File: src/rtl/fetch_pkg.sv
// fetch_pkg: shared types and constants for the IF-stage fetch sequencer.
//   state_t    : sequencer states BOOT / RUN / HALTED
//   fq_entry_t : one fetch-queue entry {inst, pc4}
//   INST_W     : instruction width
//   DEFAULT_RESET_PC : default PC loaded on reset
package fetch_pkg;

   localparam int          INST_W           = 32;
   localparam logic [31:0] DEFAULT_RESET_PC = 32'h0000_0000;

   typedef enum logic [1:0] {
      BOOT   = 2'd0,
      RUN    = 2'd1,
      HALTED = 2'd2
   } state_t;

   typedef struct packed {
      logic [INST_W-1:0] inst;
      logic [31:0]       pc4;
   } fq_entry_t;

endpackage

File: src/rtl/fetch_queue.sv
// fetch_queue: circular buffer of fetched {inst, pc4} entries.
// Ports:
//   clk, rst     : clock, synchronous active-low reset
//   push         : write push_entry at the tail
//   push_entry   : entry to enqueue
//   pop          : decode is accepting the head (ignored when empty)
//   flush        : discard all entries at the edge
//   out_valid    : head entry is valid (count != 0)
//   head         : head entry, forced to zero when the queue is empty
//   count        : current occupancy (0..FQ_DEPTH)
// Pop and push in the same cycle are allowed even when full.
module fetch_queue
   import fetch_pkg::*;
#(
   parameter int FQ_DEPTH = 2
) (
   input  logic                      clk,
   input  logic                      rst,
   input  logic                      push,
   input  fq_entry_t                 push_entry,
   input  logic                      pop,
   input  logic                      flush,
   output logic                      out_valid,
   output fq_entry_t                 head,
   output logic [$clog2(FQ_DEPTH):0] count
);

   localparam int PW = $clog2(FQ_DEPTH);
   localparam int CW = PW + 1;

   fq_entry_t         mem [FQ_DEPTH];
   logic [PW-1:0]     rd_ptr;
   logic [PW-1:0]     wr_ptr;
   logic              pop_eff;

   assign pop_eff   = pop & out_valid;
   assign out_valid = (count != '0);
   // Zero head when empty so out_inst/out_pc4 read 0 after reset and flush.
   assign head      = out_valid ? mem[rd_ptr] : '0;

   always_ff @(posedge clk) begin
      if (!rst || flush) begin
         rd_ptr <= '0;
         wr_ptr <= '0;
         count  <= '0;
      end else begin
         if (push) begin
            wr_ptr <= wr_ptr + PW'(1);
         end
         if (pop_eff) begin
            rd_ptr <= rd_ptr + PW'(1);
         end
         case ({push, pop_eff})
            2'b10:   count <= count + CW'(1);
            2'b01:   count <= count - CW'(1);
            default: count <= count;
         endcase
      end
   end

   // Storage needs no reset: entries are only visible through count.
   always_ff @(posedge clk) begin
      if (push) begin
         mem[wr_ptr] <= push_entry;
      end
   end

endmodule

File: src/rtl/fetch_ctrl.sv
// fetch_ctrl: IF-stage fetch sequencer. Owns the PC, drives the IROM word
// address, buffers fetched words in fetch_queue and presents {inst, pc4}
// to decode over a valid/ready handshake.
// Handshake: the head transfers on a rising edge where out_valid and
// out_ready are both high; out_valid never depends on out_ready.
// Ports:
//   clk, rst            : clock, synchronous active-low reset
//   redirect_valid/_pc  : one-cycle PC change from EX (flushes the queue)
//   halt                : level, stop fetching while high
//   irom_addr/irom_data : IROM word address (pc[IROM_AW+1:2]) / read data
//   out_valid/ready     : decode handshake
//   out_inst/out_pc4    : head instruction / its fetch address + 4
//   pc                  : current fetch PC
//   fsm_state           : current sequencer state (state_t encoding)
// Optional build macro FETCH_PERF_EN adds perf_fetch, perf_stall and
// perf_flush saturating counters.
module fetch_ctrl
   import fetch_pkg::*;
#(
   parameter logic [31:0] RESET_PC = DEFAULT_RESET_PC,
   parameter int          FQ_DEPTH = 2,
   parameter int          IROM_AW  = 14
) (
   input  logic               clk,
   input  logic               rst,
   input  logic               redirect_valid,
   input  logic [31:0]        redirect_pc,
   input  logic               halt,
   output logic [IROM_AW-1:0] irom_addr,
   input  logic [31:0]        irom_data,
   output logic               out_valid,
   input  logic               out_ready,
   output logic [31:0]        out_inst,
   output logic [31:0]        out_pc4,
   output logic [31:0]        pc,
   output logic [1:0]         fsm_state
`ifdef FETCH_PERF_EN
   ,
   output logic [31:0]        perf_fetch,
   output logic [31:0]        perf_stall,
   output logic [31:0]        perf_flush
`endif
);

   localparam int CW = $clog2(FQ_DEPTH) + 1;

   state_t          state_q;
   state_t          state_d;
   logic [31:0]     pc_q;
   logic [31:0]     pc_d;
   logic            fetch_en;
   logic            pop_now;
   logic            full;
   logic            q_valid;
   logic [CW-1:0]   q_count;
   fq_entry_t       head;
   fq_entry_t       push_entry;

   assign pop_now = q_valid & out_ready;
   assign full    = (q_count == CW'(FQ_DEPTH));

   always_comb begin
      state_d  = state_q;
      pc_d     = pc_q;
      // A pop this cycle frees a slot, so a full queue can still accept.
      fetch_en = (state_q == RUN) & ~halt & ~redirect_valid & (~full | pop_now);

      case (state_q)
         BOOT:        state_d = RUN;
         RUN, HALTED: state_d = halt ? HALTED : RUN;
         default:     state_d = BOOT;
      endcase

      if (redirect_valid) begin
         pc_d = redirect_pc & 32'hFFFF_FFFC;
      end else if (fetch_en) begin
         pc_d = pc_q + 32'd4;
      end
   end

   always_ff @(posedge clk) begin
      if (!rst) begin
         state_q <= BOOT;
         pc_q    <= RESET_PC;
      end else begin
         state_q <= state_d;
         pc_q    <= pc_d;
      end
   end

   assign push_entry.inst = irom_data;
   assign push_entry.pc4  = pc_q + 32'd4;

   fetch_queue #(
      .FQ_DEPTH (FQ_DEPTH)
   ) u_queue (
      .clk        (clk),
      .rst        (rst),
      .push       (fetch_en),
      .push_entry (push_entry),
      .pop        (out_ready),
      .flush      (redirect_valid),
      .out_valid  (q_valid),
      .head       (head),
      .count      (q_count)
   );

   assign irom_addr = pc_q[IROM_AW+1:2];
   assign out_valid = q_valid;
   assign out_inst  = head.inst;
   assign out_pc4   = head.pc4;
   assign pc        = pc_q;
   assign fsm_state = state_q;

`ifdef FETCH_PERF_EN
   logic stall_now;
   logic flush_hit;

   assign stall_now = (state_q == RUN) & ~halt & ~redirect_valid & ~fetch_en;
   // An entry popped in the redirect cycle was consumed, not discarded.
   assign flush_hit = redirect_valid & (q_count > CW'(pop_now));

   always_ff @(posedge clk) begin
      if (!rst) begin
         perf_fetch <= '0;
         perf_stall <= '0;
         perf_flush <= '0;
      end else begin
         if (fetch_en && perf_fetch != 32'hFFFF_FFFF) begin
            perf_fetch <= perf_fetch + 32'd1;
         end
         if (stall_now && perf_stall != 32'hFFFF_FFFF) begin
            perf_stall <= perf_stall + 32'd1;
         end
         if (flush_hit && perf_flush != 32'hFFFF_FFFF) begin
            perf_flush <= perf_flush + 32'd1;
         end
      end
   end
`endif

endmodule

File: config.mk
export PLATFORM = sky130hd
export DESIGN_NAME = fetch_ctrl
export DESIGN_NICKNAME = d
export VERILOG_FILES = /design/src/rtl/fetch_pkg.sv /design/src/rtl/fetch_queue.sv /design/src/rtl/fetch_ctrl.sv
export SDC_FILE = /design/constraint.sdc
export NUM_CORES = 1
export LEC_CHECK = 0
export CORE_MARGIN = 4
export CORE_UTILIZATION = 25
export DETAILED_ROUTE_END_ITERATION = 10
export SYNTH_ARGS = -nofsm -noshare
export SYNTH_HDL_FRONTEND = slang
export SYNTH_HIERARCHICAL = 1
export SYNTH_SLANG_ARGS = --single-unit
File: constraint.sdc
create_clock -name clk -period 5.3 [get_ports clk]
set_input_delay 0.795 -clock clk [delete_from_list [all_inputs] [get_ports clk]]
set_output_delay 0.795 -clock clk [all_outputs]
set_load 0.02 [all_outputs]
# == Word level (Yosys, flattened, before mapping) ==
# Memory sizes are Yosys's and may differ from the RTL's. A register that Yosys moved wholly into a read port is not among the register bits.
# Cells that the tools add are included.
# word_totals
regBits,38
mem_bits_rw,128
inputBits,69
output_inout_bits,113
wordCells,44
n_memories,1
# op_classes
add_sub_neg,5
eq_ne,5
muxes,10
n_bitwise,9
n_reduce_logical,8
# mem_list
name,depth,width,rd,rd_clocked_by_memory_dff,wr,line_no,source
u_queue.mem,2,64,1,1,1,fetch_queue.sv:31,fq_entry_t mem [FQ_DEPTH];
# op_table
op,count
$mux 32,2
$mux 64,1
$add 32x3->32 const B,1
$pmux 2 s2,2
$eq 2x2->1 const B,3
$reduce_bool 2->1,3
$and 1x1->1,4
$eq 2x1->1 const B,2
$mux 1,4
$not 1->1,4
$reduce_or 2->1,2
$add 1x1->1 const B,2
$add 2x1->2 const B,1
$logic_not 2->1,1
$mux 2,1
$sub 2x1->2 const B,1
$logic_not 1->1,1
$logic_or 1x1->1,1
$or 1x1->1,1

# == Longest topological paths before layout ==
# Gate-level depths: netlist (run 1).
# logic_depth
ltp_word,6
ltp_mapped,13
depth_no_buf,10

# == Modules after synthesis ==
# Netlist (run 1), hierarchy kept.
# modules_own_cells
module,instances,cells_per_inst,area_each_um2
fetch_queue,1,295,5023.6
fetch_ctrl,1,298,2379.8

# == Least setup slack after synthesis (run 1) ==
# Ideal clock, no wire load.
# synth_path
kind,input to register
from,input halt
to,"memory u_queue/mem[0][0] (netlist name), enable pin"
setup_ns,0.486
t_arrival_ns,4.378
path_slack_ns,0.436
stages,6
path_buffers,1
path_cell_list,or2b_2 > a21o_1 > clkbuf_1 > nor2_1 > inv_1 > nor2_1
# synth_between
elab_chain_len,6
# synth_lines
item,line_no,source
from (decl),fetch_ctrl.sv:28,"input logic halt,"
$not 1->1,fetch_ctrl.sv:66,fetch_en = (state_q == RUN) & ~halt & ~redirect_valid & (~full | pop_now);
$and 1x1->1 (3 in series),fetch_ctrl.sv:66,
named net fetch_en,fetch_ctrl.sv:51,logic fetch_en;
$mux 1,fetch_queue.sv:63,if (push) begin
$mux 1 (implied by the code),fetch_queue.sv:64,mem[wr_ptr] <= push_entry;
to (decl),fetch_queue.sv:31,
# The timed path passes the listed nets, and every way through them passes these cells.

==> flow_metrics.env, run 1 <==
export IMPL_via_per_inst=4.27
export IMPL_synth_avg_cell_area_um2=12.5
export IMPL_cts_tree="built"
export IMPL_cts_hold_buf=0
export IMPL_yosysWarnings=6
export IMPL_post_cts_buffers=0
export IMPL_setup_viol=0
export IMPL_start_util_pct=25.6
export IMPL_drc=0
export IMPL_insertion_delay_ns=0.42
export IMPL_fmax_mhz=289
export IMPL_die_area_um2=32400
export IMPL_synth_cell_types=43
export IMPL_worstPathRequired_ns=4.51
export IMPL_cap_violations=0
export IMPL_ys_seq_area_share_pct=61.9
export IMPL_grt_pass1_vias=4993
export IMPL_crit_path_max_fanout=46
export IMPL_rsz0062_at_grt="no"
export IMPL_hold_viol=0
export IMPL_startpoint_type="flop"
export IMPL_synth_area_top_cells="edfxtp_1 (52%), dfxtp_1 (10%), mux2i_1 (8.7%)"
export IMPL_dpl_cell_area_um2=9410
export IMPL_worst_slack_ns=1.84
export IMPL_path_class="reg2out"
export IMPL_min_period_ns=3.46
export IMPL_synthArstFlopShare_pct=0
export IMPL_power_leakage_uw=0.00329
export IMPL_ant_nets=0
export IMPL_clock_path_buffers=2
export IMPL_wl_per_cell_um=15.7
export IMPL_core_area_um2=28900
export IMPL_synth_edf_count=128
export IMPL_critPathCaptureType="primary output"
export IMPL_finalClockSkew_ns=0.0153
export IMPL_grt_max_degree=65
export IMPL_syn_area_um2=7400
export IMPL_worst_slew_margin_rel_pct=38.0
export IMPL_dominantRegCellSynth="edfxtp_1"
export IMPL_ys_ff_latch=165
export IMPL_die_h_um=180
export IMPL_finalSetupTns_ns=0
export IMPL_path_clk_slew_ns=0.06
export IMPL_status="finished clean"
export IMPL_h_tree_depth=4
export IMPL_yosys_area_top_type="edfxtp_1"
export IMPL_grt_use_total_pct=11.0
export IMPL_slew_violations=0
export IMPL_fillCellCount=2832
export IMPL_period_share_pct=65.4
export IMPL_ios=182
export IMPL_dp_cells=1113
export IMPL_cts_buffers=17
export IMPL_drive_gt1_share_pct=7.10
export IMPL_finalInstanceArea_um2=9970
export IMPL_cellPowerDensity_nw_per_um2=295
export IMPL_syn_instance_count=593
export IMPL_dieWidth_um=180
export IMPL_syn2layout_area_growth_pct=34.7
export IMPL_antenna_cells=0
export IMPL_synth_common_cells="edfxtp_1 (128), nor2_1 (84), mux2i_1 (64)"
export IMPL_ctsRootBufferMaster="clkbuf_16"
export IMPL_cts_sinks=165
export IMPL_final_cells=1145
export IMPL_wl_um=18000
export IMPL_dp_slack_ns=1.40
export IMPL_port_buffers=177
export IMPL_vias=4887
export IMPL_hold_path_class="reg2reg"
export IMPL_arrival_ns=2.67
export IMPL_overflow=0
export IMPL_nets=822
export IMPL_antenna_found_initial=0
export IMPL_drt_pass1_iter_count=6
export IMPL_netlist_area_leader_share_pct=51.9
export IMPL_drt_iter0_drc=241
export IMPL_rows=62
export IMPL_ctsResizeCount=0
export IMPL_grt_pass1_wl_um=28400
export IMPL_worst_slew_pin_slew_ns=0.929
export IMPL_vdd_drop_max_mv=0.193
export IMPL_place_congestion=0.773
export IMPL_synth_most_common_cell="edfxtp_1"
export IMPL_dp_hpwl_um=12400
-- cells by family (layout without fill, tap and decap cells) --
| group | after synthesis | after routing | share of synthesized area [%] |
|---|---|---|---|
| fa+ha+maj | 5 | 5 | 0.845 |
| xor+xnor | 54 | 54 | 6.39 |
| simple gates | 178 | 178 | 12.1 |
| other cells | 1 | 6 | 0.0507 |
| flops | 165 | 165 | 61.9 |
| buf+inv | 61 | 224 | 5.12 |
| mux | 65 | 65 | 8.81 |
| compound gates | 64 | 64 | 4.75 |
-- power by group --
part	leakage (uW)	switching (uW)	internal (uW)
sequential	0.00147	42.1	1430
clock	0.000289	523	661
combinational	0.00153	143	139
total	0.00329	708	2230
-- sequential cells by signal (all words and copies together) (netlist names), named ones only --
name            cells
u_queue/mem       128
u_queue/rd_ptr      1
pc                 30
u_queue/wr_ptr      1
u_queue/count       2
fsm_state           2
-- placed cells by master (no fill, tap or decap), types with 3 or more instances in the layout --
master,n
o21ai_0,31
inv_6,4
xor2_1,31
clkdlybuf4s50_1,177
nor2_1,82
and3_1,9
mux2i_1,64
inv_1,9
and4_1,5
ha_1,5
nand2_1,24
a21oi_1,22
clkbuf_16,18
a31oi_1,3
or3_1,3
dfxtp_1,36
nor3_1,8
nor4_1,4
xnor2_1,23
nand4_1,10
clkinv_2,4
a22o_1,4
conb_1,6
buf_4,5
edfxtp_1,128
nand3_1,15
-- worst paths after layout --
| path | start | depth (start not counted) | slack (ns) | to |
|---|---|---|---|---|
| worst max register to register | fsm_state[0]$_SDFF_PN0_ | 7 | 2.21 | u_queue/mem[0][52]$_DFFE_PP_ |
| worst min-delay path | u_queue/rd_ptr$_SDFFE_PP0P_ | 2 | 0.51 | flop |
| worst min register to register | u_queue/rd_ptr$_SDFFE_PP0P_ | 2 | 0.51 | flop |
| worst max-delay path | flop | 4 | 1.84 | out_inst[13] |
-- worst max-delay path, stage by stage (launching register included) --
cell,delay [ns]
dfxtp_4,0.91
buf_4,0.46
mux2i_1,0.26
nor2_1,0.05
clkdlybuf4s50_1,0.56
-- through the flow --
step	utilization (%)	hold slack, ns	power [uW]
4_1_cts	34.5	0.511	2990
3_3_place_gp	32.5	0.485	1790
5_1_grt	34.5	0.542	3070
3_5_place_dp	32.5	0.490	1790
2_1_floorplan	-	0.472	1650
6_report	34.5	0.507	2940
-- final cells by class --
type	instances	area [um^2]	share of cell area (%)
Multi-Input combinational cell	372	2480	24.8
Timing Repair Buffer	183	1830	18.3
Clock inverter	12	87.6	0.878
Clock buffer	20	478	4.79
Tap cell	384	480	4.82
Inverter	9	33.8	0.339
Sequential cell	165	4590	46.0
-- per-layer routing --
metal	GRT usage, %	wire length, um	up-vias
li1	-	-	2422
met1	14.9	8510	2311
met2	17.3	8200	139
met3	2.79	1080	15
met4	3.51	219	0
met5	0	0	-
No activity file was read; power rests on OpenSTA's default activity.
==> run 2: changes to the inputs <==
Clock period 5.3 ns to 3.5 ns, I/O delays scaled along.
==> run 2 against run 1 <==
Count of clock-buffer cells in the layout is the same. Critical path type unchanged. Via count stayed put. Largest power group unchanged. Global-route usage hardly changed. Cell area is 0.90% higher. Critical path depth unchanged.
==> flow_metrics.env, run 2 (same netlist as run 1, synthesis figures left out) <==
export IMPL_grt_use_total_pct=10.9
export IMPL_die_h_um=180
export IMPL_drt_pass1_iter_count=4
export IMPL_slew_violations=0
export IMPL_ctsRootBufferMaster="clkbuf_16"
export IMPL_syn2layout_area_growth_pct=35.9
export IMPL_max_flop_register="u_queue/mem"
export IMPL_final_common_cell="clkdlybuf4s50_1"
export IMPL_h_tree_depth=4
export IMPL_dpl_cell_area_um2=9510
export IMPL_cap_violations=0
export IMPL_critPathCaptureType="primary output"
export IMPL_p_int_uw=3370
export IMPL_clock_path_buffers=2
export IMPL_cts_hold_buf=0
export IMPL_hold_path_class="reg2reg"
export IMPL_vdd_drop_max_mv=0.265
export IMPL_dp_hpwl_um=12900
export IMPL_worst_slew_pin_slew_ns=0.607
export IMPL_cts_buffers=17
export IMPL_antenna_found_initial=0
export IMPL_grt_max_degree=65
export IMPL_vias=4887
export IMPL_dieWidth_um=180
export IMPL_cts_tree="built"
export IMPL_cts_sinks=165
export IMPL_swShare_pct=23.7
export IMPL_port_buffers=177
export IMPL_power_leakage_uw=0.00334
export IMPL_wl_um=17900
export IMPL_cellPowerDensity_nw_per_um2=439
export IMPL_place_congestion=0.730
export IMPL_ctsResizeCount=0
export IMPL_insertion_delay_ns=0.42
export IMPL_ios=182
export IMPL_power_frac_comb_pct=9.9
export IMPL_p_sw_uw=1050
export IMPL_start_util_pct=25.6
export IMPL_arrival_ns=2.37
export IMPL_drive_gt1_share_pct=7.80
export IMPL_final_cell_mix="clkdlybuf4s50_1 (177), edfxtp_1 (128), nor2_1 (82), mux2i_1 (64), dfxtp_1 (36)"
export IMPL_grt_pass1_wl_um=28100
export IMPL_drt_iter0_drc=207
export IMPL_power_frac_seq_pct=50.5
export IMPL_largest_reg_flops=128
export IMPL_nets=830
export IMPL_die_area_um2=32400
export IMPL_setup_viol=0
export IMPL_overflow=0
export IMPL_core_area_um2=28900
export IMPL_drc=0
export IMPL_worstPathRequired_ns=2.97
export IMPL_clock_power_share_pct=39.6
export IMPL_ant_nets=0
export IMPL_post_cts_buffers=0
export IMPL_rows=62
export IMPL_finalInstanceArea_um2=10100
export IMPL_hold_viol=0
export IMPL_grt_pass1_vias=4837
export IMPL_status="finished clean"
export IMPL_worst_slew_margin_rel_pct=59.5
export IMPL_finalClockSkew_ns=0.0115
export IMPL_fillCellCount=2817
export IMPL_rsz0062_at_grt="no"
export IMPL_startpoint_type="flop"
export IMPL_path_class="reg2out"
export IMPL_finalSetupTns_ns=0
export IMPL_path_clk_slew_ns=0.06
export IMPL_via_per_inst=4.24
export IMPL_period_share_pct=82.8
export IMPL_min_period_ns=2.90
export IMPL_antenna_cells=0
export IMPL_wl_per_cell_um=15.6
export IMPL_fmax_mhz=345
export IMPL_crit_path_max_fanout=31
==> run 2: worst paths after layout <==
kind / startpoint / endpoint / slack (ns) / cells after the start
worst max-delay path: flop / out_pc4[21] / 0.60 / 4
worst min-delay path: u_queue/rd_ptr$_SDFFE_PP0P_ / u_queue/rd_ptr$_SDFFE_PP0P_ / 0.51 / 2
worst max register to register: pc[2]$_SDFFE_PN0P_ / pc[30]$_SDFFE_PN0P_ / 1.15 / 6
worst min register to register: u_queue/rd_ptr$_SDFFE_PP0P_ / u_queue/rd_ptr$_SDFFE_PP0P_ / 0.51 / 2
==> run 2: worst max-delay path: stages, from the launching register on <==
cell and delay [ns]:
dfxtp_4 0.74, buf_12 0.29, mux2i_1 0.11, nor2_1 0.10
clkdlybuf4s50_1 0.71
==> run 2: cell type report <==
class                      count  area, um^2  area share (%)
clock buffer                  20         468            4.65
clock inverter                12        90.1           0.895
inverter                       9        33.8           0.336
multi-input combinational    372        2480            24.6
sequential                   165        4590            45.6
tap                          384         480            4.77
timing repair buffer         191        1930            19.1
==> run 2: per-layer routing <==
layer | up-vias | GRT usage, % | routed length, um
li1 | 2441 | - | -
met1 | 2295 | 15.0 | 8770
met2 | 135 | 17.0 | 8110
met3 | 16 | 3.09 | 859
met4 | 0 | 3.15 | 201
met5 | - | 0 | 0
==> run 2: power by group through the flow <==
stage / clock [uW] / combinational [uW] / sequential (uW)
after global placement: 0 / 438 / 2270
after detailed placement: 0 / 442 / 2280
after CTS: 1820 / 444 / 2230
after floorplan: 0 / 214 / 2280
after global routing: 1900 / 472 / 2240
final: 1750 / 435 / 2230
==> run 2: through the flow <==
step | utilization [%] | hold WS, ns | power, uW | instances | worst slack, ns
2_1_floorplan | - | 0.472 | 2500 | 598 | 0.455
3_3_place_gp | 32.9 | 0.487 | 2710 | 1121 | 0.798
3_5_place_dp | 32.9 | 0.491 | 2720 | 1121 | 0.774
4_1_cts | 34.8 | 0.512 | 4500 | 1153 | 0.488
5_1_grt | 34.8 | 0.555 | 4620 | 1153 | 0.430
6_report | 34.8 | 0.508 | 4420 | 1153 | 0.601
